[config.mk]
export PLATFORM = sky130hd
export DESIGN_NAME = rlwe_dmem_initiator
export DESIGN_NICKNAME = d
export VERILOG_FILES = /design/src/rtl/rlwe_mem_pkg.sv /design/src/rtl/rlwe_vec_fifo2.sv /design/src/rtl/rlwe_dmem_initiator.sv
export SDC_FILE = /design/constraint.sdc
export NUM_CORES = 1
export LEC_CHECK = 0
export CAP_MARGIN = 20
export CORE_AREA = 10 10 230 232
export CTS_CLUSTER_SIZE = 12
export DETAILED_ROUTE_END_ITERATION = 8
export DIE_AREA = 0 0 240 242
export PLACE_DENSITY = 0.69
export SLEW_MARGIN = 20
export SYNTH_ARGS = -nofsm -noshare
export SYNTH_HDL_FRONTEND = slang
export SYNTH_SLANG_ARGS = --single-unit
[constraint.sdc]
create_clock -name clk -period 17.1 [get_ports clk]
set_input_delay 1.71 -clock clk [delete_from_list [all_inputs] [get_ports clk]]
set_output_delay 1.71 -clock clk [all_outputs]
set_load 0.005 [all_outputs]
[src/rtl/rlwe_mem_pkg.sv]
// Shared definitions for the RLWE data-memory initiator.
// Provides the SCR1-style memory interface types (command, width, response),
// the RLWE vector type and stride, and the initiator FSM state encoding.
package rlwe_mem_pkg;

    // Data-memory address width of the host core.
    localparam int SCR1_DMEM_AWIDTH = 32;

    // One vector is LANE 32-bit words; consecutive vectors are 4*LANE bytes apart.
    localparam int LANE       = 4;
    localparam int RLWE_VEC_W = 32 * LANE;
    localparam logic [SCR1_DMEM_AWIDTH-1:0] RLWE_VEC_STRIDE = SCR1_DMEM_AWIDTH'(4 * LANE);

    typedef logic [RLWE_VEC_W-1:0] type_vector;

    typedef enum logic {
        SCR1_MEM_CMD_RD = 1'b0,
        SCR1_MEM_CMD_WR = 1'b1
    } type_scr1_mem_cmd_e;

    typedef enum logic [2:0] {
        SCR1_MEM_WIDTH_BYTE  = 3'd0,
        SCR1_MEM_WIDTH_HWORD = 3'd1,
        SCR1_MEM_WIDTH_WORD  = 3'd2,
        SCR1_MEM_WIDTH_VEC   = 3'd4,
        SCR1_MEM_WIDTH_ERROR = 3'd7
    } type_scr1_mem_width_e;

    // Every transfer issued by the initiator moves one whole vector.
    localparam type_scr1_mem_width_e RLWE_MEM_WIDTH_VEC = SCR1_MEM_WIDTH_VEC;

    typedef enum logic [1:0] {
        SCR1_MEM_RESP_NOTRDY = 2'd0,
        SCR1_MEM_RESP_RDY_OK = 2'd1,
        SCR1_MEM_RESP_RDY_ER = 2'd2
    } type_scr1_mem_resp_e;

    typedef enum logic [1:0] {
        ST_IDLE  = 2'd0,
        ST_RUN   = 2'd1,
        ST_WAIT  = 2'd2,
        ST_DRAIN = 2'd3
    } rlwe_dmem_state_e;

endpackage

[src/rtl/rlwe_vec_fifo2.sv]
// Two-entry, vector-wide FIFO holding read data on its way to the RLWE core.
// Ports:
//   clk, rst_n       clock, asynchronous active-low reset
//   flush            drop all entries (wins over push/pop)
//   push, push_data  write one vector (ignored when full and not popping)
//   pop, pop_data    remove the head entry (ignored when empty); pop_data is the head
//   count, empty     current occupancy (0..2) and its empty flag
module rlwe_vec_fifo2
    import rlwe_mem_pkg::*;
(
    input  logic       clk,
    input  logic       rst_n,
    input  logic       flush,
    input  logic       push,
    input  type_vector push_data,
    input  logic       pop,
    output type_vector pop_data,
    output logic [1:0] count,
    output logic       empty
);

    type_vector mem [2];
    logic       wr_ptr_q;
    logic       rd_ptr_q;
    logic [1:0] count_q;
    logic       push_ok;
    logic       pop_ok;

    assign pop_ok  = pop && (count_q != 2'd0);
    // A full FIFO still accepts a push when the head leaves in the same cycle.
    assign push_ok = push && ((count_q != 2'd2) || pop_ok);

    // NOTE: sequential state is assigned with <= so every flop samples pre-edge values.
    always_ff @(posedge clk or negedge rst_n) begin
        if (!rst_n) begin
            wr_ptr_q <= 1'b0;
            rd_ptr_q <= 1'b0;
            count_q  <= 2'd0;
        end else if (flush) begin
            wr_ptr_q <= 1'b0;
            rd_ptr_q <= 1'b0;
            count_q  <= 2'd0;
        end else begin
            if (push_ok) wr_ptr_q <= ~wr_ptr_q;
            if (pop_ok)  rd_ptr_q <= ~rd_ptr_q;
            case ({push_ok, pop_ok})
                2'b10:   count_q <= count_q + 2'd1;
                2'b01:   count_q <= count_q - 2'd1;
                default: count_q <= count_q;
            endcase
        end
    end

    // NOTE: storage has no reset; count_q alone decides which entries are valid.
    always_ff @(posedge clk) begin
        if (push_ok) mem[wr_ptr_q] <= push_data;
    end

    assign pop_data = mem[rd_ptr_q];
    assign count    = count_q;
    assign empty    = (count_q == 2'd0);

endmodule

[src/rtl/rlwe_dmem_initiator.sv]
// Moves a job of vec_cnt vectors between the RLWE core and the TCM over an
// SCR1-style data-memory port, one request outstanding at a time.
// Ports:
//   clk, rst_n                     clock, asynchronous active-low reset
//   start, dir, base_addr, vec_cnt job launch (dir 0 = read TCM, 1 = write TCM)
//   busy, done, err                job status; done/err are one-cycle pulses
//   wr_vdata/wr_valid/wr_ready     write-data stream from the core
//   rd_vdata/rd_valid/rd_ready     read-data stream to the core
//   dmem_*                         memory request/response port
module rlwe_dmem_initiator
    import rlwe_mem_pkg::*;
#(
    parameter int CNT_W = 16
) (
    input  logic                        clk,
    input  logic                        rst_n,
    input  logic                        start,
    input  logic                        dir,
    input  logic [SCR1_DMEM_AWIDTH-1:0] base_addr,
    input  logic [CNT_W-1:0]            vec_cnt,
    output logic                        busy,
    output logic                        done,
    output logic                        err,
    input  type_vector                  wr_vdata,
    input  logic                        wr_valid,
    output logic                        wr_ready,
    output type_vector                  rd_vdata,
    output logic                        rd_valid,
    input  logic                        rd_ready,
    output logic                        dmem_req,
    output type_scr1_mem_cmd_e          dmem_cmd,
    output type_scr1_mem_width_e        dmem_width,
    output logic [SCR1_DMEM_AWIDTH-1:0] dmem_addr,
    output type_vector                  dmem_wdata,
    input  logic                        dmem_req_ack,
    input  type_vector                  dmem_rdata,
    input  type_scr1_mem_resp_e         dmem_resp
);

    rlwe_dmem_state_e              state_q, state_d;
    logic                          dir_q;
    logic [SCR1_DMEM_AWIDTH-1:0]   addr_q;       // address of the next request
    logic [CNT_W-1:0]              issue_cnt_q;  // requests still to be accepted
    logic [CNT_W-1:0]              resp_cnt_q;   // responses still to be received
    logic                          outst_q;      // one request accepted, response pending
    logic                          hold_q;       // request shown but not yet acked
    type_vector                    wdata_q;
    logic                          err_q;

    logic       resp_ok;
    logic       resp_er;
    logic       new_req;
    logic       accept;
    logic       pop;
    logic [2:0] rd_occ;
    logic [1:0] fifo_count;
    logic       fifo_empty;

    // Responses only count while a request is outstanding; anything else
    // (e.g. a late response after reset) is ignored.
    assign resp_ok = outst_q && (dmem_resp == SCR1_MEM_RESP_RDY_OK);
    assign resp_er = outst_q && (dmem_resp == SCR1_MEM_RESP_RDY_ER);
    assign pop     = rd_valid && rd_ready;
    // Read buffer demand: entries held, minus the one leaving, plus the one in
    // flight. A new read is allowed only if that leaves a free slot for it.
    assign rd_occ  = {1'b0, fifo_count} + {2'b00, outst_q} - {2'b00, pop};

    // NOTE: every signal driven here gets a default first so no latch is inferred.
    always_comb begin
        state_d    = state_q;
        new_req    = 1'b0;
        dmem_cmd   = dir_q ? SCR1_MEM_CMD_WR : SCR1_MEM_CMD_RD;
        dmem_width = RLWE_MEM_WIDTH_VEC;
        dmem_addr  = addr_q;
        dmem_wdata = wdata_q;

        // A new request needs a free slot (nothing outstanding, or the
        // outstanding one completing right now) and a data source/sink.
        if ((state_q == ST_RUN) && !hold_q && (issue_cnt_q != '0) &&
            (!outst_q || resp_ok) &&
            (dir_q ? wr_valid : (rd_occ <= 3'd1))) begin
            new_req = 1'b1;
        end
        dmem_req = hold_q || new_req;
        if (new_req && dir_q) dmem_wdata = wr_vdata;
        accept   = dmem_req && dmem_req_ack;

        case (state_q)
            ST_IDLE:  if (start) state_d = (vec_cnt == '0) ? ST_DRAIN : ST_RUN;
            ST_RUN:   if (accept && (issue_cnt_q == CNT_W'(1))) state_d = ST_WAIT;
            ST_WAIT:  if (resp_ok && (resp_cnt_q == CNT_W'(1))) state_d = ST_DRAIN;
            ST_DRAIN: if (fifo_empty) state_d = ST_IDLE;
            default:  state_d = ST_IDLE;
        endcase
        if (resp_er) state_d = ST_IDLE;
    end

    always_ff @(posedge clk or negedge rst_n) begin
        if (!rst_n) begin
            state_q     <= ST_IDLE;
            dir_q       <= 1'b0;
            addr_q      <= '0;
            issue_cnt_q <= '0;
            resp_cnt_q  <= '0;
            outst_q     <= 1'b0;
            hold_q      <= 1'b0;
            wdata_q     <= '0;
            err_q       <= 1'b0;
        end else begin
            state_q <= state_d;
            err_q   <= resp_er;
            hold_q  <= dmem_req && !dmem_req_ack;

            if ((state_q == ST_IDLE) && start) begin
                dir_q       <= dir;
                addr_q      <= base_addr;
                issue_cnt_q <= vec_cnt;
                resp_cnt_q  <= vec_cnt;
            end

            // Latch write data at issue so a stalled request keeps it stable.
            if (new_req && dir_q) wdata_q <= wr_vdata;

            if (accept) begin
                addr_q      <= addr_q + RLWE_VEC_STRIDE;
                issue_cnt_q <= issue_cnt_q - CNT_W'(1);
                outst_q     <= 1'b1;
            end else if (resp_ok || resp_er) begin
                outst_q <= 1'b0;
            end

            if (resp_ok) resp_cnt_q <= resp_cnt_q - CNT_W'(1);

            if (resp_er) begin
                issue_cnt_q <= '0;
                resp_cnt_q  <= '0;
            end
        end
    end

    rlwe_vec_fifo2 u_rd_fifo (
        .clk       (clk),
        .rst_n     (rst_n),
        .flush     (resp_er),
        .push      (resp_ok && !dir_q),
        .push_data (dmem_rdata),
        .pop       (pop),
        .pop_data  (rd_vdata),
        .count     (fifo_count),
        .empty     (fifo_empty)
    );

    assign rd_valid = !fifo_empty;
    assign wr_ready = accept && dir_q;
    assign busy     = (state_q != ST_IDLE);
    assign done     = (state_q == ST_DRAIN) && fifo_empty;
    assign err      = err_q;

endmodule

==> flow_metrics.py <==
metrics = {
    "floorplanning": {
        "boundaryPins": 611,
        "die_height_um": 242,
        "die_area_mm2": 0.0581,
        "fp.dieW_um": 240,
        "fp-row-count": 81,
        "initial_core_util": 0.379,
        "fp.coreArea_mm2": 0.0484,
    },
    "cells_and_area": {
        "utilization": 0.550,
        "nFillCells": 3982,
        "design_area_mm2": 0.0267,
        "area.growth.synth_to_final_pct": 45.4,
        "multiInputGateArea_mm2": 0.00531,
        "nets": 2132,
        "register_area_mm2": 0.0127,
        "drive_above_1_share": 0.193,
    },
    "sta": {
        "max_freq_ghz": 0.142,
        "fin_crit_ns": 7.03,
        "setup-tns-final_ns": 0,
        "worst_slew_pin_slew_ns": 1.04,
        "grt_setup_unrepaired": "no",
        "slew_headroom": 0.307,
        "clock_skew_ns": 0.0205,
        "hold_violations": 0,
        "min_period_over_period": 0.411,
        "drv_slew": 0,
        "finalSetupViolCount": 0,
    },
    "yosys": {
        "synthArstFlopShare": 0.441,
        "synth_seq_cells": 458,
        "synth-seq-area-share": 0.695,
        "yosys_warnings": 0,
        "synth.avg_cell_area_um2": 15.4,
        "synth_cell_types": 60,
        "synthFlopType": "edfxtp_1",
        "synth_fa_ha_area_frac": 0.00928,
        "yosys.area_share.simple": 0.0601,
        "synth_cells": 1188,
        "netlist_area_mm2": 0.0183,
        "synth_top_family_by_area": "multiplexers",
        "synthMuxAreaShare": 0.157,
        "synth_compound_area_frac": 0.0581,
        "synth_xor_area_frac": 0.00334,
        "synth_edf_count": 256,
    },
    "detailed_routing": {
        "wl_per_cell_um": 26.4,
        "drt_iter0_markers": 840,
        "ant_nets": 0,
        "drc_errors": 0,
        "detail_route.vias_per_cell": 5.19,
        "vias": 12800,
        "wirelength_um": 65300,
        "drtPass1Iterations": 5,
    },
    "placed_design": {
        "gp_congestion": 0.948,
        "post_dp_cell_area_mm2": 0.0251,
        "dp_hpwl_um": 49100,
        "io_buffers": 607,
    },
    "cts": {
        "cts_root_buffer": "clkbuf_16",
        "clockBufferDepth": 3,
        "ctsHtreeMaxLevel": 2,
        "clock-sinks": 458,
        "clock_latency_ns": 0.58,
        "cts_setup_buffers": 0,
        "cts_tree": "done",
        "cts-buffers-inserted": 50,
        "ctsHoldBuffers": 0,
        "cts.reportedPaths.clkPinSlew_ns": 0.06,
        "ctsResizeCount": 0,
    },
    "worst_setup_path": {
        "critPathLaunchType": "input pin",
        "end_kind": "output pin",
        "cp_data_arrival_time_ns": 5.32,
        "critPathKind": "input pin to output pin",
        "cp_max_fo": 34,
        "crit_required_ns": 15.39,
    },
    "global_route": {
        "grt_usage": 0.218,
        "grt_pass1_vias": 13600,
        "antenna_found_initial": 18,
        "gr-total-overflow": 0,
        "grt_pass1_wl_um": 94100,
        "grt_max_degree": 94,
    },
    "job": {
        "cap_violations": 0,
    },
    "outcome": {
        "status": "complete, no violations",
    },
    "power_and_ir_drop": {
        "p_per_area_mw_per_mm2": 158,
        "ir_worst_vdd_uv": 106,
        "p_leak_nw": 10.0,
    },
    "min_path": {
        "holdCritPathClass": "register to register",
    },
}
## state kept, by name (all words and copies together) (netlist names)
register and flops:
u_rd_fifo.mem 256, wdata_q 128, dmem_addr 32, issue_cnt_q 16, resp_cnt_q 16, state_q 2
u_rd_fifo.count 2, dir_q 1, err 1, hold_q 1, outst_q 1, u_rd_fifo.rd_ptr_q 1
u_rd_fifo.wr_ptr_q 1
## per-layer routing
| layer | track usage | share of wire | up-vias |
|---|---|---|---|
| met1 | 0.239 | 0.37 | 6408 |
| met2 | 0.363 | 0.49 | 572 |
| met3 | 0.0979 | 0.11 | 89 |
| met5 | 0 | 0.00054 | - |
| li1 | - | - | 5748 |
| met4 | 0.0849 | 0.028 | 6 |
## final timing paths
path,start,endpoint,slack (ns),depth (start not counted)
worst min register to register,dmem_addr[2],dmem_addr[2],0.48,2
worst max register to register,u_rd_fifo.count[1],state_q[0],12.93,14
max in group asynchronous,rst_n,wdata_q[89],13.84,3
worst max-delay path,rd_ready,wr_ready,10.07,12
min in group asynchronous,rst_n,dmem_addr[22],1.23,1
worst min-delay path,dmem_addr[2],dmem_addr[2],0.48,2
## layout by cell type (no fill, tap or decap), types with 26 or more instances in the layout
master | synthesis | final
o21ai_0 | 32 | 32
mux2_2 | 256 | 256
nand3_1 | 26 | 26
clkdlybuf4s50_1 | 0 | 606
dfrtp_1 | 202 | 201
nor2_1 | 39 | 38
edfxtp_1 | 256 | 256
a21oi_1 | 33 | 33
clkbuf_16 | 0 | 51
nand2_1 | 78 | 78
## stage by stage
step                      setup WS (ns)  std cells  hold WS, ns  total power (W)
after floorplan                    1.83       1189        0.470          0.00223
after global placement            10.17       2376        0.463          0.00318
after detailed placement          10.14       2376        0.466          0.00319
after CTS                         10.12       2461        0.479          0.00426
after global routing               9.89       2473        0.505          0.00444
final                             10.07       2473        0.475          0.00421
## synth_stat cells, types with 5 or more instances
cell      count  area share
edfxtp_1    256        0.42
and2_1        5      0.0017
a221o_1       8      0.0044
a31oi_1       7      0.0024
nor3_1       18      0.0049
inv_1        18      0.0037
a21oi_1      33      0.0090
xor2_1        5      0.0024
nand3_1      26      0.0071
dfrtp_1     202        0.28
o311ai_0     12      0.0057
o211ai_1     18      0.0074
ha_1         12      0.0082
nor4_1       12      0.0041
a211oi_1      5      0.0020
and3_1       15      0.0051
nand2_1      78       0.016
mux2_2      256        0.16
o221a_2       5      0.0031
or3_1         5      0.0017
buf_2        21      0.0057
nor2_1       39      0.0080
o21ai_0      32      0.0087
clkbuf_1     29      0.0059
nand4_1       9      0.0031
## layout make-up
type,count,share of cell area
diodes,12,0.00113
clock buffers,68,0.0518
clock inverters,17,0.00676
inverters,18,0.00253
multi-input cells,659,0.199
flip-flops and latches,458,0.478
well taps,622,0.0292
repair buffers,619,0.232
## critical path, stage by stage
cell,delay (ns)
clkdlybuf4s50_1,0.55
and2_1,0.21
ha_1,0.24
inv_1,0.06
ha_1,0.14
inv_1,0.05
fa_1,0.37
xor2_1,0.17
o21ai_1,0.33
a31o_2,0.72
and2_1,0.23
clkdlybuf4s50_1,0.51
## where the power goes
group / total, W / switching, W / internal (W)
clock: 0.00104 / 0.000429 / 0.000608
sequential: 0.00158 / 0.000167 / 0.00142
combinational: 0.00159 / 0.000683 / 0.000909
## logic make-up after synthesis
logic type / count (synthesis)
xor gates and xnor gates: 7
adders and majority gates: 13
other: 2
AOI/OAI and AO/OA: 152
DFF: 458
and+or+nand+nor: 228
muxes: 256
buffers and inverters: 72
(Power assumes the default switching activity.)
